`config.mk`:
```
export PLATFORM = sky130hd
export DESIGN_NAME = booth_mac_accumulator
export DESIGN_NICKNAME = d
export VERILOG_FILES = /design/src/rtl/booth_mac_accumulator.sv
export SDC_FILE = /design/constraint.sdc
export NUM_CORES = 1
export LEC_CHECK = 0
export BUFFER_PORTS_ARGS = -buffer_cell sky130_fd_sc_hd__buf_2
export CAP_MARGIN = 5
export CORE_AREA = 2 2 146 105
export DETAILED_ROUTE_END_ITERATION = 16
export DIE_AREA = 0 0 148 107
export GPL_TIMING_DRIVEN = 0
export MAX_ROUTING_LAYER = met4
export SYNTH_ARGS = -nofsm -noshare
export SYNTH_HDL_FRONTEND = slang
export SYNTH_SLANG_ARGS = --single-unit
```
`constraint.sdc`:
```
create_clock -name clk -period 2.3 [get_ports clk]
set_input_delay 0.115 -clock clk [delete_from_list [all_inputs] [get_ports clk]]
set_output_delay 0.115 -clock clk [all_outputs]
set_load 0.02 [all_outputs]
```
`src/rtl/booth_mac_accumulator.sv`:
```
// booth_mac_accumulator: sequential MAC stage behind the 8x8 radix-4 Booth multiplier.
// Sums LEN signed 16-bit products into an ACC_W-bit accumulator, presents the
// group sum on a held valid/ready output, then starts the next group from zero.
// Optional feature macro: BOOTH_MAC_SATURATE_EN (clamp on signed overflow
// instead of wrapping; the overflow flag is reported either way).
module booth_mac_accumulator #(
    parameter int ACC_W = 24,
    parameter int LEN   = 8,
    parameter int CNT_W = 8
) (
    input  logic                    clk,
    input  logic                    rst,
    input  logic                    clear,
    input  logic                    in_valid,
    output logic                    in_ready,
    input  logic signed [15:0]      product,
    output logic                    out_valid,
    input  logic                    out_ready,
    output logic signed [ACC_W-1:0] acc_out,
    output logic                    overflow,
    output logic [CNT_W-1:0]        count
);

    typedef enum logic {
        ACCUM = 1'b0,
        DONE  = 1'b1
    } state_t;

    localparam logic signed [ACC_W-1:0] ACC_MAX = {1'b0, {(ACC_W-1){1'b1}}};
    localparam logic signed [ACC_W-1:0] ACC_MIN = {1'b1, {(ACC_W-1){1'b0}}};
    localparam logic [CNT_W-1:0]        LAST_CNT = CNT_W'(LEN - 1);

    state_t                   state_reg, state_next;
    logic signed [ACC_W-1:0]  acc_reg, acc_next;
    logic [CNT_W-1:0]         count_reg, count_next;
    logic                     sticky_reg, sticky_next;
    logic signed [ACC_W-1:0]  acc_out_reg, acc_out_next;
    logic                     overflow_reg, overflow_next;

    logic signed [ACC_W-1:0]  prod_ext;
    logic signed [ACC_W-1:0]  sum_raw;
    logic signed [ACC_W-1:0]  sum_val;
    logic                     sum_ovf;
    logic                     accept;
    logic                     last_product;

    // Product sign-extended to accumulator width; overflow is the classic
    // "same-sign operands, different-sign result" test on the raw sum.
    assign prod_ext = ACC_W'(product);
    assign sum_raw  = acc_reg + prod_ext;
    assign sum_ovf  = (acc_reg[ACC_W-1] == prod_ext[ACC_W-1]) &&
                      (sum_raw[ACC_W-1] != acc_reg[ACC_W-1]);

`ifdef BOOTH_MAC_SATURATE_EN
    // On overflow both operands share a sign, so that sign picks the clamp rail.
    assign sum_val = sum_ovf ? (acc_reg[ACC_W-1] ? ACC_MIN : ACC_MAX) : sum_raw;
`else
    // Wrapping arithmetic: the rails are unused in this build.
    logic unused_rails;
    assign unused_rails = ACC_MAX[0] ^ ACC_MIN[0];
    assign sum_val      = sum_raw;
`endif

    assign in_ready     = (state_reg == ACCUM);
    assign out_valid    = (state_reg == DONE);
    assign accept       = in_valid && in_ready;
    assign last_product = (count_reg == LAST_CNT);
    assign acc_out      = acc_out_reg;
    assign overflow     = overflow_reg;
    assign count        = count_reg;

    // State and datapath registers; rst returns everything to an empty group.
    always_ff @(posedge clk or posedge rst) begin
        if (rst) begin
            state_reg    <= ACCUM;
            acc_reg      <= '0;
            count_reg    <= '0;
            sticky_reg   <= 1'b0;
            acc_out_reg  <= '0;
            overflow_reg <= 1'b0;
        end else begin
            state_reg    <= state_next;
            acc_reg      <= acc_next;
            count_reg    <= count_next;
            sticky_reg   <= sticky_next;
            acc_out_reg  <= acc_out_next;
            overflow_reg <= overflow_next;
        end
    end

    // Next-state logic: clear beats any handshake; the final product of a group
    // publishes the sum and restarts the accumulator in the same edge.
    always_comb begin
        state_next    = state_reg;
        acc_next      = acc_reg;
        count_next    = count_reg;
        sticky_next   = sticky_reg;
        acc_out_next  = acc_out_reg;
        overflow_next = overflow_reg;

        if (clear) begin
            state_next    = ACCUM;
            acc_next      = '0;
            count_next    = '0;
            sticky_next   = 1'b0;
            overflow_next = 1'b0;
        end else begin
            case (state_reg)
                ACCUM: begin
                    if (accept) begin
                        if (last_product) begin
                            acc_out_next  = sum_val;
                            overflow_next = sticky_reg | sum_ovf;
                            state_next    = DONE;
                            acc_next      = '0;
                            count_next    = '0;
                            sticky_next   = 1'b0;
                        end else begin
                            acc_next    = sum_val;
                            count_next  = count_reg + CNT_W'(1);
                            sticky_next = sticky_reg | sum_ovf;
                        end
                    end
                end
                DONE: begin
                    if (out_ready) begin
                        state_next = ACCUM;
                    end
                end
                default: state_next = ACCUM;
            endcase
        end
    end

endmodule
```
## Word level (Yosys, flattened, before mapping)

Cells that the tools add are included.

- Latch bits: 0
- Output and inout port bits: 35
- Memories kept: 0
- Register bits after elaboration: 59
- Memory bits (read-only): 0
- Logic and storage cells: 43
- RAM bits: 0

- Add/subtract/negate cells: 2
- Reduce and logical (&&, ||, !) cells: 7
- Mux-type cells: 21
- Eq/ne operators: 4
- Shift operators: 0
- $lt $le $gt $ge: 0
- Multipliers: 0
- Divide/modulo/power cells: 0
- Bitwise logic cells: 3

Operator list:

| cell | count |
|---|---|
| $mux 24 | 4 |
| $mux 8 | 4 |
| $add 24x16->24 | 1 |
| $mux 1 | 12 |
| $add 8x1->8 const B | 1 |
| $eq 8x3->1 const B | 1 |
| $reduce_and 4->1 | 1 |
| $reduce_bool 2->1 | 2 |
| $reduce_and 3->1 | 1 |
| $logic_and 1x1->1 | 2 |
| $ne 2x2->1 const B | 1 |
| $not 1->1 | 2 |
| $pmux 1 s2 | 1 |
| $reduce_and 2->1 | 1 |
| $eq 1x1->1 | 1 |
| $ne 1x1->1 | 1 |
| $or 1x1->1 | 1 |

## Longest topological paths before layout

- Depth after elaboration: 8
- Depth in mapped cells: 10
- Gate-level depth less buffers: 10

## Worst setup path after synthesis

Ideal clock, no wire load.

- Kind: flip-flop to flip-flop
- Start point: register acc_reg[0]
- End point: register acc_out_reg[20] (netlist: acc_out[20])
- Required time: 2.175 ns
- Data arrival time: 2.133 ns
- Library setup time: 0.125 ns
- Setup slack: 0.042 ns
- Stages on the path, launching flop included: 11
- Path through: dfrtp_1 ha_1 inv_1 fa_1 nor2b_1 o211ai_1 a21boi_2 nor3_2 o31ai_2 xor2_1 mux2_2

- Longest elaborated chain between the ends: 1

RTL lines:

| item | RTL line | RTL |
|---|---|---|
| from (decl) | 34 | `logic signed [ACC_W-1:0] acc_reg, acc_next;` |
| from (signal assigned) | 83 | `acc_reg <= acc_next;` |
| $add 24x16->24 | 50 | `assign sum_raw = acc_reg + prod_ext;` |
| to (signal assigned) | 86 | `acc_out_reg <= acc_out_next;` |
| to (decl) | 37 | `logic signed [ACC_W-1:0] acc_out_reg, acc_out_next;` |

Every way passes these cells.
A chain may end at the register's enable or synchronous reset.

## Worst setup path in the final report

- Start point: register acc_reg[0]
- End point: register acc_out_reg[22] (netlist: acc_out[22])

The elaborated chain is that of the path after synthesis.

==> flow_summary.json <==
{
  "start_util": 0.245,
  "cts-buffers-inserted": 9,
  "ir_drop_mv": 0.375,
  "placed_cells": 586,
  "cts_tree": "built",
  "antenna_found_initial": 0,
  "drv_slew": 0,
  "viasPerCell": 4.70,
  "diodes": 0,
  "yosysWarningCount": 0,
  "dieHeight_um": 107,
  "synthArstFlopShare": 1.00,
  "synthCells": 335,
  "r2r_slack_ns": -0.06,
  "drtIter0Drc": 123,
  "drive_above_1_share": 0.376,
  "synth.avg_cell_area_um2": 10.6,
  "clock_latency_ns": 0.33,
  "p_leak_nw": 2.25,
  "power_w": 0.00364,
  "synth_top_cell_area_share": 0.416,
  "post-route-util": 0.330,
  "cts_buffer_depth": 2,
  "worst_slew_pin_slew_ns": 0.759,
  "layout.nets": 467,
  "violations": "negative setup slack",
  "synth_edf_count": 0,
  "routed_wirelength_um": 9420,
  "rsz0062_at_grt": "true",
  "clkTransAtPathRegs_ns": 0.05,
  "routabilityCongestion": 0.855,
  "run_status": "finished with violations",
  "syn2layout_area_growth_pct": 34.4,
  "cts.htree.levels": 3,
  "firstDrtPassIters": 4,
  "fin_skew_ns": 0.0101,
  "crit_path_end_kind": "register",
  "synth-main-ff-cell": "dfrtp_1",
  "arrival_ns": 2.58,
  "cts-root-buf": "clkbuf_16",
  "maxCapViolCount": 0,
  "most-common-layout-cells": "dfrtp_1, buf_2, nand2_1",
  "grt_overflow": 0,
  "wl_per_cell_um": 15.2,
  "core_mm2": 0.0144,
  "ioPinCount": 56,
  "detail-route-antenna-nets": 0,
  "synth.distinct_cells": 58,
  "grt_pass1_vias": 2909,
  "die_w_um": 148,
  "yosysSeqAreaShare": 0.416,
  "grt_usage": 0.126,
  "grt_max_degree": 35,
  "die_area_mm2": 0.0158,
  "finalSetupViolCount": 7,
  "power_density_mw_per_mm2": 765,
  "crit_type": "reg2reg",
  "synth_nets": 381,
  "grt_pass1_wl_um": 15100,
  "synth_area_mm2": 0.00355,
  "layout.cells.most_common": "dfrtp_1",
  "dp_hpwl_um": 6750,
  "path_max_fanout": 3,
  "synth_seq_cells": 59,
  "fp-row-count": 37,
  "cts.sinks": 59,
  "synthTopCellsByArea": "dfrtp_1, ha_1, a22o_1",
  "hold_class": "in2reg",
  "port_buffers": 55,
  "fin_crit_sh": 1.03,
  "start_kind": "register",
  "tns_ns": -0.189,
  "hold_viol": 0,
  "slew_headroom": 0.493,
  "fin_ws_ns": -0.0598,
  "stdcell_count": 621,
  "fmax_mhz": 424,
  "required_ns": 2.52,
  "yosysTopAreaCell": "dfrtp_1",
  "period_needed_ns": 2.36,
  "drc": 0,
  "num_vias": 2919
}
## cell type report
type	count	area, um2
Inverter	12	45.0
Sequential cell	59	1480
Tap cell	195	244
Multi-Input combinational cell	253	2180
Buffer	11	65.1
Clock inverter	2	35.0
Clock buffer	14	254
Fill cell	1478	9680
Timing Repair Buffer	75	462
## worst paths after layout
| kind | end | depth (start not counted) | start |
|---|---|---|---|
| setup / recovery | acc_out[22] | 10 | acc_reg[0] |
| max in group asynchronous | acc_reg[8] | 4 | rst |
| hold reg to reg | acc_out[23] | 2 | acc_out[23] |
| setup reg to reg | acc_out[22] | 10 | acc_reg[0] |
| min in group asynchronous | count[2] | 3 | rst |
| hold / removal | count[2] | 2 | clear |
## critical path, cell delays in order, from the launching register on
cell and delay [ns]:
dfrtp_1 0.38, ha_4 0.15, inv_2 0.03, fa_2 0.34, nor2b_2 0.13, o211ai_1 0.15, a21boi_2 0.23, nor3_2 0.10
o31ai_2 0.31, xnor2_1 0.15, mux2_2 0.27
## layer usage
metal | vias up | track usage | wire [um]
met3 | 8 | 0.0323 | 390
li1 | 1413 | - | -
met5 | - | - | 0
met4 | 0 | 0.0415 | 110
met1 | 1443 | 0.175 | 4870
met2 | 55 | 0.178 | 4050
## power by group
part / internal [W] / switching (W)
Combinational: 0.000504 / 0.000618
Clock: 0.000867 / 0.000463
Sequential: 0.00113 / 0.0000659
Total: 0.00250 / 0.00115
## cell usage after synthesis (2+ instances only)
library cell / number
a211oi_1: 2
a211oi_4: 2
a21o_1: 8
a21oi_1: 16
a21oi_2: 5
a221o_1: 2
a22o_1: 19
a31oi_1: 2
clkbuf_1: 7
clkbuf_2: 2
dfrtp_1: 59
ha_1: 24
inv_1: 12
mux2_1: 4
mux2_2: 14
nand2_1: 24
nand2b_1: 4
nand3_1: 6
nand4_1: 6
nor2_1: 20
nor3_1: 2
nor3_2: 2
o211ai_1: 3
o21a_1: 7
o21ai_0: 14
o21ai_1: 3
o21bai_1: 3
o22ai_1: 4
o31ai_1: 5
o31ai_2: 2
xnor2_1: 14
xor2_1: 12
## logic make-up after synthesis
logic type               synth area share
AO/OA/AOI/OAI                       0.239
XOR/XNOR                           0.0642
adder cells (fa/ha/maj)            0.0903
buffers and inverters              0.0275
flip-flops                          0.416
multiplexers                       0.0572
AND/OR/NAND/NOR                     0.106
## metrics by stage
stage          setup WS (ns)  hold slack, ns  instance area, um2
4_1_cts               -0.185          0.0180                4590
5_1_grt               -0.150          0.0379                4770
2_1_floorplan         0.0423           0.181                3550
3_5_place_dp          -0.251           0.300                4090
6_report             -0.0598          0.0207                4770
3_3_place_gp          -0.236           0.295                4070
## timing repair
action,4_1_cts,5_1_grt
endpoints found under the hold margin,34,0
setup endpoints to repair,31,44
gates resized for setup,26,38
buffers inserted,14,7
pin swaps,19,21
hold buffers,2,0
Note: power is estimated with default switching activity, not from simulation.
